[src/rtl/ksa_4bit_pkg.sv]
// Shared definitions for the adders library: prefix-tree node type and
// the stage-count helper used to size the Kogge-Stone tree.
package ksa_4bit_pkg;

    typedef struct packed {
        logic g;
        logic p;
    } gp_t;

    function automatic int clog2(input int value);
        int result;
        result = 0;
        for (int k = 0; k < 31; k++) begin
            if ((32'sd1 <<< k) < value) begin
                result = k + 1;
            end
        end
        return result;
    endfunction

endpackage

[src/rtl/ksa_4bit_prefix_cell.sv]
// Black cell of the prefix tree: merges a high-order (G,P) group with the
// adjacent low-order group into one wider group.
module ksa_prefix_cell
    import ksa_4bit_pkg::*;
(
    input  gp_t i_hi,
    input  gp_t i_lo,
    output gp_t o_gp
);

    assign o_gp.g = i_hi.g | (i_hi.p & i_lo.g);
    assign o_gp.p = i_hi.p & i_lo.p;

endmodule

[src/rtl/ksa_4bit.sv]
// Registered Kogge-Stone adder: {cout,sum} = a + b + cin, one cycle latency,
// result register loads only on in_valid.
module ksa_4bit
    import ksa_4bit_pkg::*;
#(
    parameter int WIDTH = 4
) (
    input  logic             clk,
    input  logic             rst_n,
    input  logic             in_valid,
    input  logic [WIDTH-1:0] a,
    input  logic [WIDTH-1:0] b,
    input  logic             cin,
    output logic [WIDTH-1:0] sum,
    output logic             cout,
    output logic             out_valid
);

    localparam int STAGES = clog2(WIDTH);

    logic [WIDTH-1:0] w_g;
    logic [WIDTH-1:0] w_p;
    logic [WIDTH-1:0] w_carry;
    logic [WIDTH-1:0] w_sum;
    logic             w_cout;
    gp_t              w_cin_gp;
    gp_t              w_tree [0:STAGES][0:WIDTH-1];

    logic [WIDTH-1:0] r_sum;
    logic             r_cout;
    logic             r_out_valid;

    assign w_g      = a & b;
    assign w_p      = a ^ b;
    assign w_cin_gp = {cin, 1'b0};

    // Carry-in sits at position -1; folding it into bit 0 up front keeps the
    // tree at exactly log2(WIDTH) combine levels.
    for (genvar i = 0; i < WIDTH; i++) begin : gen_pre
        if (i == 0) begin : gen_fold
            ksa_prefix_cell u_fold (
                .i_hi ({w_g[i], w_p[i]}),
                .i_lo (w_cin_gp),
                .o_gp (w_tree[0][i])
            );
        end else begin : gen_leaf
            assign w_tree[0][i] = {w_g[i], w_p[i]};
        end
    end

    for (genvar s = 0; s < STAGES; s++) begin : gen_stage
        localparam int SPAN = 32'sd1 <<< s;
        for (genvar i = 0; i < WIDTH; i++) begin : gen_node
            if (i < SPAN) begin : gen_buf
                assign w_tree[s+1][i] = w_tree[s][i];
            end else if (s == STAGES - 1) begin : gen_gray
                assign w_tree[s+1][i] = {w_tree[s][i].g | (w_tree[s][i].p & w_tree[s][i-SPAN].g), 1'b0};
            end else begin : gen_black
                ksa_prefix_cell u_cell (
                    .i_hi (w_tree[s][i]),
                    .i_lo (w_tree[s][i-SPAN]),
                    .o_gp (w_tree[s+1][i])
                );
            end
        end
    end

    for (genvar i = 0; i < WIDTH; i++) begin : gen_carry
        if (i == 0) begin : gen_c0
            assign w_carry[i] = cin;
        end else begin : gen_ci
            assign w_carry[i] = w_tree[STAGES][i-1].g;
        end
    end

    assign w_sum  = w_p ^ w_carry;
    assign w_cout = w_tree[STAGES][WIDTH-1].g;

    // Result register: valid strobe follows in_valid, data holds when idle.
    always_ff @(posedge clk or negedge rst_n) begin
        if (!rst_n) begin
            r_sum       <= '0;
            r_cout      <= 1'b0;
            r_out_valid <= 1'b0;
        end else begin
            r_out_valid <= in_valid;
            if (in_valid) begin
                r_sum  <= w_sum;
                r_cout <= w_cout;
            end
        end
    end

    assign sum       = r_sum;
    assign cout      = r_cout;
    assign out_valid = r_out_valid;

endmodule

[config.mk]
export PLATFORM = sky130hd
export DESIGN_NAME = ksa_4bit
export DESIGN_NICKNAME = d
export VERILOG_FILES = /design/src/rtl/ksa_4bit_pkg.sv /design/src/rtl/ksa_4bit_prefix_cell.sv /design/src/rtl/ksa_4bit.sv
export SDC_FILE = /design/constraint.sdc
export NUM_CORES = 1
export LEC_CHECK = 0
export ABC_CLOCK_PERIOD_IN_PS = 1800
export BUFFER_PORTS_ARGS = -buffer_cell sky130_fd_sc_hd__buf_2
export CAP_MARGIN = 20
export CORE_AREA = 3 3 40 42
export CTS_CLUSTER_DIAMETER = 60
export DETAILED_ROUTE_END_ITERATION = 6
export DIE_AREA = 0 0 43 45
export MAX_ROUTING_LAYER = met4
export PLACE_DENSITY = 0.58
export SLEW_MARGIN = 10
export SYNTH_ARGS = -nofsm -noshare
export SYNTH_HDL_FRONTEND = slang
export SYNTH_SLANG_ARGS = --single-unit
[constraint.sdc]
create_clock -name clk -period 1.8 [get_ports clk]
set_input_delay 0.36 -clock clk [delete_from_list [all_inputs] [get_ports clk]]
set_output_delay 0.36 -clock clk [all_outputs]
set_load 0.03 [all_outputs]
==> results by group <==
Outcome
  – Outcome: finished, final reports clean

Floorplanning
  – Ports: 18
  – Die area: 1940 µm²
  – Row Count: 13
  – Chip width: 43 µm
  – Core Region: 1280 µm²
  – Die H: 45 µm
  – Initial Utilization: 28.1%

Clocking
  – CTS Root Cell: clkbuf_4
  – Sinks on Clock Net: 6
  – Clock slew seen by the registers of the worst setup and hold paths: 40 ps
  – Clk buf depth: 2
  – Insertion delay to the later sink of the worst-skew pair: 240 ps
  – CTS tree: done
  – Hold-fix buffers, CTS: 1
  – TritonCTS Buffers: 3
  – Setup repair bufs after CTS: 0
  – CTS resizes: 0
  – Htree depth: 1

STA
  – Fmax: 0.610 GHz
  – Endpoints failing setup: 0
  – Final period util: 91.0%
  – Unrepaired setup endpoints after global routing: false
  – Worst Skew: 0 ps
  – Max-slew violations: 0
  – Final Hold Vio Count: 0
  – Clock period minus worst slack: 1640 ps
  – Setup TNS Final: 0 ps
  – Slew margin rel.: 86.1%
  – Worst-margin pin slew: 207 ps
  – Hold_ws: 350 ps

GRT
  – Largest net degree at the start of global routing: 13
  – Vias in the first global route: 279
  – Global Route Usage Sum: 8.15%
  – GRT overflow: 0
  – First-pass GRT wire length: 1.11 mm
  – Initial antenna violation count: 0

Job
  – Maxcap violations: 0

Yosys
  – Yosys cell types: 16
  – Mapped Cells: 29
  – Post-Syn Nets: 46
  – Synthesized flop and latch total: 6
  – Ys Warns: 0
  – Top post-synthesis cells by area: dfrtp_1 (42%), fa_1 (11%), ha_1 (10%)
  – Yosys top cell area share: 41.5%
  – Leading area contributor after synthesis: dfrtp_1
  – Register area share after synthesis: 41.5%
  – Synthesized cell area: 362 µm²
  – Syn Area/Cell: 12.5 µm²

Critical path
  – Critical Path Source Type: input pin
  – Crit. End Element: flip-flop
  – WP data arrival: 1760 ps
  – Setup CP Type: input pin to flip-flop
  – CP required: 1920 ps
  – Critical path peak fanout: 2

Route
  – Vias per Instance: 4.46
  – Drt pass-1 iters: 1
  – Wire length per cell: 10.2 µm
  – Final ANT Viol Nets: 0
  – DR vias: 290
  – DRC Markers: 0
  – 1st-iter DRT viols: 0
  – Overall routed net length: 662 µm

Cells and area
  – Fin cells: 65
  – Commonest non-fill, non-tap cell in the layout: buf_2
  – Reg area: 150 µm²
  – Nets: 69
  – Layout fillers: 132
  – Number of diodes: 0
  – Area of the multi-input gates: 196 µm²
  – Design area: 494 µm²
  – Area added between synthesis and finish: 36.7%
  – Commonest cells after routing, fill and taps aside: buf_2 (17), dfrtp_1 (6), a21oi_1 (4)
  – Share of post-route cells with drive strength above 1: 48.0%

Pwr
  – Worst vdd ir: 0.254 mV
  – PD cells: 897 nW/µm²
  – Final Power: 443 µW
  – Leak Pwr: 0.000245 µW

Placed design
  – DP Area: 462 µm²
  – DP Cell Count: 61
  – Input/output buffers: 17
  – Placer congestion estimate: 0.701

Min path
  – Min-Delay Path Class: input pin to flip-flop
-- path summary, 6_finish.rpt --
kind | from | cells after the start | to | slack, ps
min reg2reg | sum[1]$_DFFE_PN0P_ | 1 | sum[1]$_DFFE_PN0P_ | 500
max reg2reg | sum[3]$_DFFE_PN0P_ | 3 | sum[3]$_DFFE_PN0P_ | 790
min in group asynchronous | rst_n | 2 | sum[1]$_DFFE_PN0P_ | 480
max in group asynchronous | rst_n | 2 | cout$_DFFE_PN0P_ | 1180
min | in_valid | 1 | out_valid$_DFF_PN0_ | 350
max | a[0] | 6 | cout$_DFFE_PN0P_ | 160
-- Yosys cell counts, drive strengths merged --
cell type,count
and2b,1
nand4b,1
and4bb,1
a21o,1
o211ai,1
nor2,2
dfrtp,6
inv,1
mux2,2
nand3,1
buf,1
xnor2,1
a21oi,4
fa,2
a311oi,1
ha,3
-- kinds of logic after synthesis --
family	count (synthesis)	share of synthesized area, %
AOI/OAI and AO/OA	7	12.1
muxes	2	6.23
buffers and inverters	2	4.15
DFF	6	41.5
adders and majority gates	5	21.5
xor gates and xnor gates	1	2.42
and+or+nand+nor	6	12.1
-- critical path, cell delays in order --
cell	delay, ps
buf_2	110
fa_1	450
fa_1	410
a21o_1	170
a21oi_1	180
a21oi_1	90
-- layout make-up --
cell class                      count  share of cell area, %
Timing Repair Buffer               19                   20.8
Tap cell                           15                   3.80
Multi-Input combinational cell     21                   39.7
Inverter                            1                  0.759
Clock buffer                        3                   4.56
Sequential cell                     6                   30.4
-- stage by stage --
step                      utilization [%]  setup slack [ps]
final                                38.5               162
after CTS                            38.5               150
after floorplan                         -               126
after global placement               35.9             -89.6
after global routing                 38.5              71.8
after detailed placement             35.9              -103
-- sequential cells by signal (all words and copies together), names as in the netlist --
signal,cells
sum,4
cout,1
out_valid,1
-- layer usage --
metal  vias up  routed length [µm]  global-route usage, %  share of wire (%)
li1        150                   -                      -                  -
met3         0                  57                   1.20                8.6
met2        12                 328                   12.0                 50
met4         0                   0                   7.23                  0
met1       128                 277                   9.68                 42
met5         -                   0                      -                  0
-- power breakdown --
| group | internal [µW] | switching [µW] |
|---|---|---|
| combinational | 62.8 | 90.8 |
| clock | 75.3 | 46.8 |
| sequential | 158 | 9.88 |
(Power assumes the default switching activity.)
